### config.mk
export PLATFORM = sky130hd
export DESIGN_NAME = pwm_pin_dac
export DESIGN_NICKNAME = d
export VERILOG_FILES = /design/src/rtl/pwm_pin_dac.sv
export SDC_FILE = /design/constraint.sdc
export NUM_CORES = 1
export LEC_CHECK = 0
export BUFFER_PORTS_ARGS = -buffer_cell sky130_fd_sc_hd__buf_4
export CORE_ASPECT_RATIO = 1.4
export CORE_MARGIN = 5
export CORE_UTILIZATION = 65
export CTS_BUF_LIST = sky130_fd_sc_hd__clkbuf_4
export CTS_CLUSTER_DIAMETER = 120
export DETAILED_ROUTE_END_ITERATION = 7
export GPL_TIMING_DRIVEN = 0
export HOLD_SLACK_MARGIN = 0.05
export PLACE_DENSITY = 0.87
export SLEW_MARGIN = 20
export SYNTH_ARGS = -nofsm -noshare
export SYNTH_HDL_FRONTEND = slang
export SYNTH_SLANG_ARGS = --single-unit
### constraint.sdc
create_clock -name clk -period 3.4 [get_ports clk]
set_input_delay 0.34 -clock clk [delete_from_list [all_inputs] [get_ports clk]]
set_output_delay 0.34 -clock clk [all_outputs]
set_load 0.02 [all_outputs]
### src/rtl/pwm_pin_dac.sv
// pwm_pin_dac: PWM pin driver for the frequency generator's sample stream,
// with soft-start/soft-mute ramping of the duty between 0 and mid-scale.
module pwm_pin_dac #(
  parameter int PWM_BITS  = 10,
  parameter int RAMP_STEP = 1
) (
  input  logic        clk,
  input  logic        rst_n,
  input  logic        enable,
  input  logic [15:0] sample_in,
  output logic        pwm_out,
  output logic        period_strobe,
  output logic [1:0]  state
);
  typedef enum logic [1:0] {IDLE = 2'd0, RAMP_UP = 2'd1, RUN = 2'd2, MUTE = 2'd3} state_e;
  localparam logic [PWM_BITS:0] MID  = (PWM_BITS+1)'(2 ** (PWM_BITS - 1));
  localparam logic [PWM_BITS:0] STEP = (PWM_BITS+1)'(RAMP_STEP);
  state_e              state_q, state_d;
  logic [PWM_BITS-1:0] cnt_q, cnt_d, duty_q, duty_d, target;
  logic [PWM_BITS:0]   up;
  logic [15:0]         u;
  logic                boundary, pwm_q, pwm_d, unused_lsbs;
  // Offset binary puts silence at mid-scale; only the top bits set the duty.
  assign u           = sample_in ^ 16'h8000;
  assign target      = u[15 -: PWM_BITS];
  assign unused_lsbs = ^u[15-PWM_BITS:0];
  assign up          = {1'b0, duty_q} + STEP;
  assign boundary    = (state_q != IDLE) && (&cnt_q);
  assign pwm_d       = (state_q != IDLE) && (cnt_q < duty_q);
  always_comb begin
    state_d = state_q;
    duty_d  = duty_q;
    cnt_d   = (state_q == IDLE) ? '0 : cnt_q + PWM_BITS'(1);
    case (state_q)
      IDLE: begin
        duty_d  = '0;
        state_d = enable ? RAMP_UP : IDLE;
      end
      RAMP_UP: if (boundary) begin
        state_d = !enable ? MUTE : (up >= MID) ? RUN : RAMP_UP;
        duty_d  = !enable ? duty_q : (up >= MID) ? MID[PWM_BITS-1:0] : up[PWM_BITS-1:0];
      end
      RUN: if (boundary) begin
        state_d = enable ? RUN : MUTE;
        duty_d  = enable ? target : duty_q;
      end
      MUTE: if (boundary) begin
        // Re-enable resumes the ramp from wherever the fade-out had reached.
        if (enable) state_d = RAMP_UP;
        else if ({1'b0, duty_q} <= STEP) begin
          state_d = IDLE;
          duty_d  = '0;
          cnt_d   = '0;
        end else duty_d = duty_q - STEP[PWM_BITS-1:0];
      end
    endcase
  end
  always_ff @(posedge clk or negedge rst_n) begin
    if (!rst_n) begin
      state_q <= IDLE;
      cnt_q   <= '0;
      duty_q  <= '0;
      pwm_q   <= 1'b0;
    end else begin
      state_q <= state_d;
      cnt_q   <= cnt_d;
      duty_q  <= duty_d;
      pwm_q   <= pwm_d;
    end
  end
  assign pwm_out       = pwm_q;
  assign period_strobe = boundary;
  assign state         = state_q;
endmodule

### Word level (Yosys, flattened, before mapping)

Index checks and enable logic that the tools add are counted.

| word-level totals | value |
|---|---|
| bits in registers | 23 |
| output and inout bits | 4 |
| word-level logic and storage cells | 52 |

| cells by class | value |
|---|---|
| bitwise gates (word level) | 1 |
| equality and inequality tests | 10 |
| reductions and logical operators | 7 |
| $lt $le $gt $ge | 3 |
| add/sub/neg operators | 3 |
| muxes and demuxes | 24 |

Operators by type and width:

| operator | count |
|---|---|
| $mux W10 | 13 |
| $pmux W10 S4 | 1 |
| $mux W2 | 7 |
| $ne A2 B2 Y1 const B | 6 |
| $add A10 B1 Y11 const B | 1 |
| $ge A11 B10 Y1 const B | 1 |
| $add A10 B1 Y10 const B | 1 |
| $le A10 B1 Y1 const B | 1 |
| $lt A10 B10 Y1 | 1 |
| $reduce_and A10 Y1 | 1 |
| $sub A10 B1 Y10 const B | 1 |
| $pmux W2 S4 | 1 |
| $reduce_and A6 Y1 | 1 |
| $eq A2 B2 Y1 const B | 2 |
| $reduce_and A4 Y1 | 1 |
| $ne A3 B3 Y1 const B | 1 |
| $eq A2 B1 Y1 const B | 1 |
| $logic_and A1 B1 Y1 | 2 |
| $logic_not A2 Y1 | 1 |
| $mux W1 | 2 |
| $reduce_bool A2 Y1 | 1 |
| $not A1 Y1 | 1 |

### Logic depth before layout (Yosys ltp)

| depth | value |
|---|---|
| depth in word-level cells | 6 |
| depth in mapped cells | 10 |
| mapped depth without buffers | 8 |

### Worst setup path before layout

Ideal clock, no wire load.

| timing path | value |
|---|---|
| path kind | flip-flop to flip-flop |
| from | reg state_q[1] (netlist: state[1]) |
| to | reg duty_q[3] |
| stages on the path, launching flop included | 10 |
| path slack | 1302 ps |
| clock period less this slack | 2098 ps |
| arrival time | 2004 ps |
| buffers on the path | 2 |
| cells stage by stage | dfrtp_1 inv_1 ha_1 buf_4 nor2_1 mux2_2 a22oi_4 or2_0 buf_6 a221oi_2 |

| between the ends | value |
|---|---|
| word-level cells in the longest chain between the ends | 4 |
| elaborated cells between the ends (all ways) | 14 |
| classes of those cells | 9 x eq/ne; 1 x mux; 4 x reduce/logical |

Ends and longest elaborated chain:

| item | RTL line | RTL |
|---|---|---|
| from (decl) | 18 | `state_e state_q, state_d;` |
| from (signal assigned) | 65 | `state_q <= state_d;` |
| $reduce_bool A2 Y1 | 28 | `assign boundary = (state_q != IDLE) && (&cnt_q);` |
| $logic_and A1 B1 Y1 | 28 |  |
| $ne A2 B2 Y1 (no line) | - |  |
| $reduce_and A6 Y1 (no line) | - |  |
| to (signal assigned) | 67 | `duty_q <= duty_d;` |
| to (decl) | 19 | `logic [PWM_BITS-1:0] cnt_q, cnt_d, duty_q, duty_d, target;` |

Parallel ways exist; a longest one is shown, timed or not.
A chain may end at the register's enable or synchronous reset.

### Worst setup path in the final report

| timing path | value |
|---|---|
| from | reg duty_q[0] |
| to | reg duty_q[4] |

| between the ends | value |
|---|---|
| word-level cells in the longest chain between the ends | 6 |
| elaborated cells between the ends (all ways) | 11 |
| classes of those cells | 2 x add/sub; 2 x order compare; 7 x mux |

Ends and longest elaborated chain:

| item | RTL line | RTL |
|---|---|---|
| $add A10 B1 Y11 | 27 | `assign up = {1'b0, duty_q} + STEP;` |
| $ge A11 B10 Y1 | 41 | `duty_d = !enable ? duty_q : (up >= MID) ? MID[PWM_BITS-1:0] : up[PWM_BITS-1:0];` |
| $mux W10 (2 in series) | 41 |  |
| $mux W10 | 39 | `RAMP_UP: if (boundary) begin` |
| $pmux W10 S4 (*) | 34 | `case (state_q)` |

Mark *: on every way between the ends. The rest lies on a longest branch, timed or not. The select of a mux whose other input is x is not followed.

==> summary.txt <==
Setup path
  • Critical path endpoint category: register
  • Flop-to-flop setup slack: 1.01 ns
  • Crit. Startpoint: duty_q[0]
  • Crit path max fanout: 9
  • Reg2Reg Capture Point: duty_q[4]
  • R2r worst-path depth: 8
  • CP Launch Type: register
  • Crit path kind: register to register
  • RR Startpoint: duty_q[0]
  • Critical Path AT: 2.66 ns
  • CP endpoint: duty_q[4]
  • Worst Path Required: between 3 and 4 ns

Yosys
  • Cells after Synth: 231
  • Synth warnings: 0
  • Mapped Avg Cell Area: 8.90 um^2
  • EDFF count, synth: 0
  • Netlist cell types: slightly above 60
  • Synth Flop Type: dfrtp_1
  • Synth area leader: dfrtp_1
  • Async S/R FF share, synth: between 90% and 100%
  • Post-synth net total: 268
  • Synth top area share: 28.0%
  • Cell area after synthesis: approximately 2100 um^2
  • Synth Register Bits: 23
  • Top cells by area, synth: dfrtp_1 (28%), ha_1 (11%), nor2_1 (4.0%)
  • Seq/Total Area, Yosys: 28.0%

CTS
  • Htree depth: 1
  • Post-cts gate resize count: 0
  • Clk slew on worst S/H paths: 0.14 ns
  • Root buf cell: clkbuf_4
  • CTS tree: yes
  • Num CTS Buffers: 3
  • Post-CTS Setup Bufs: 0
  • Cts hold-fix bufs: 1
  • Clock sinks: 23
  • Clock Tree Buf Depth: 2
  • Clock Latency Late Sink: 0.32 ns

Detailed routing
  • Vias/cell: roughly 6.5
  • Via Count: 1896
  • DRT iter0 DRCs: 123
  • # DRC: 0
  • Post-DRT Antenna Nets: 0
  • WL/cell: 17.9 um
  • WL final: ~5200 um
  • DRT Pass-1 Iters: 4

Floorplan
  • # IOs: 23
  • FP Rows: 24
  • Starting Density: 66.5%
  • Core area: 3090 um^2
  • Die ar.: ~4400 um^2
  • Die width: 57.5 um
  • Die H: about 77 um

Hold path
  • Worst hold path class: input port to register
  • Hold Path Cell Cnt: 3

Global route
  • First-pass GRT wire length: between 8000 and 9000 um
  • Initial antenna violation count: 0
  • Total Routing Usage GR: 25.5%
  • Congestion Overflow GR: 0
  • Vias in the first global route: 1943
  • Largest net degree at the start of global routing: 24

Layout
  • Final Non-Filler Cells: 291
  • Syn-to-layout area delta: 10.0%
  • Final net count: 290
  • Layout cells sized above 1: around a fifth
  • Fin area: about 2300 um^2
  • Ant. Diodes: 0
  • Fillers: approximately 240

Place
  • GPL Wtd Cong: 0.983
  • Placed wire-length estimate: approximately 4000 um
  • Placed cell count: roughly 290
  • Port Buffers: 16
  • Dpl cell area: 2220 um^2

Timing
  • RSZ-0062 raised after global routing: no
  • F_max: 418 MHz
  • Setup TNS: 0 ns
  • Fin Clk Skew: 0.0172 ns
  • Max-slew headroom: approximately 66%
  • Min Tclk post-route: 2.39 ns
  • Worst slew pin tran: around 0.51 ns
  • Final setup fails: 0
  • Final Max Slew Viols: 0
  • Tcrit/Tclk final: 70.4%
  • Final hold viol count: 0

Run status
  • Run status: completed

Power and ir drop
  • Leakage Power: between 1 and 1.5 nW
  • Peak VDD IR: 0.353 mV
  • Power density of the placed cells: between 600 and 700 nW/um^2
  • Total Power: 0.00157 W

Flow run
  • Max-cap violations: 0
## critical path: stages, from the launching register on
cell      delay [ns]
dfrtp_1         0.55
inv_1           0.14
ha_1            0.27
nor2_1          0.19
and3b_2         0.25
nor2_1          0.40
o311ai_0        0.26
o21a_1          0.16
o21ai_1         0.11
## registers in the layout, summed over array words and instances, names as in the netlist
name	cells
cnt_q	10
duty_q	10
pwm_out	1
state	2
## cell families (layout without fill, tap and decap cells)
logic type | Yosys count | in the layout | synth area share [%]
XOR/XNOR | 11 | 11 | 4.69
adder cells (fa/ha/maj) | 18 | 18 | 11.0
AO/OA/AOI/OAI | 62 | 62 | 22.7
buffers and inverters | 31 | 52 | 9.01
AND/OR/NAND/NOR | 83 | 83 | 22.5
multiplexers | 3 | 3 | 2.13
flip-flops | 23 | 23 | 28.0
## cell usage after synthesis (6+ instances only)
| master | instances |
|---|---|
| a21oi_1 | 6 |
| buf_6 | 6 |
| dfrtp_1 | 23 |
| ha_1 | 18 |
| inv_1 | 19 |
| nand2_1 | 20 |
| nand3_1 | 11 |
| nor2_1 | 22 |
| o21ai_0 | 14 |
| xor2_1 | 7 |
## where the power goes
part | switching (W) | internal, W
combinational | 0.000625 | 0.000416
sequential | 0.0000705 | 0.000328
clock | 0.0000866 | 0.0000440
## layer usage
layer / part of all wire, % / routed length (um) / up-vias / GRT usage, %
met2: 51 / 2690 / 87 / 42.5
met5: 0 / 0 / - / 0
met4: 3.9 / 205 / 0 / 13.5
li1: - / - / 897 / -
met3: 7.2 / 376 / 23 / 2.37
met1: 37 / 1950 / 889 / 31.5
## metrics by stage
| step | util [%] | hold WS (ns) | setup slack (ns) |
|---|---|---|---|
| floorplan | - | 0.0444 | 1.30 |
| global placement | 71.9 | 0.256 | 1.09 |
| detailed placement | 71.9 | 0.257 | 1.12 |
| CTS | 73.1 | 0.266 | 1.09 |
| global route | 73.1 | 0.279 | 0.907 |
| finish | 73.1 | 0.274 | 1.01 |
## area by class of cell
cell class	instances	area, um^2	share of cell area (%)
multi-input cells	177	1290	57.2
repair buffers	17	130	5.75
plain buffers	12	114	5.03
clock buffers	3	22.5	0.996
inverters	19	71.3	3.15
well taps	39	48.8	2.16
flip-flops and latches	23	576	25.4
clock inverters	1	5.00	0.221
## placed cells by master (no fill, tap or decap), types with 2 or more instances in the layout
master    instances
o41ai_1           2
o21ai_0          14
nand4_1           5
a211oi_1          3
a32oi_1           3
and3_1            5
buf_6             6
a21oi_1           6
a221oi_1          5
nor2_1           22
nand2_1          20
and4_4            3
xnor2_1           4
a31oi_1           5
o21ai_2           2
buf_2             2
inv_1            19
ha_1             18
nand3_1          11
buf_4            19
clkbuf_4          3
dfrtp_1          23
nor3_1            4
xor2_1            7
o31ai_1           2
## worst min path at each step
stage                end  slack (ns)    startpoint
2_1_floorplan   cnt_q[0]        0.04         rst_n
3_3_place_gp   duty_q[6]        0.26         rst_n
3_5_place_dp   duty_q[6]        0.26         rst_n
4_1_cts        duty_q[0]        0.27  sample_in[6]
5_1_grt        duty_q[0]        0.28  sample_in[6]
6_report       duty_q[0]        0.27  sample_in[6]
No activity file was read; power rests on OpenSTA's default activity.
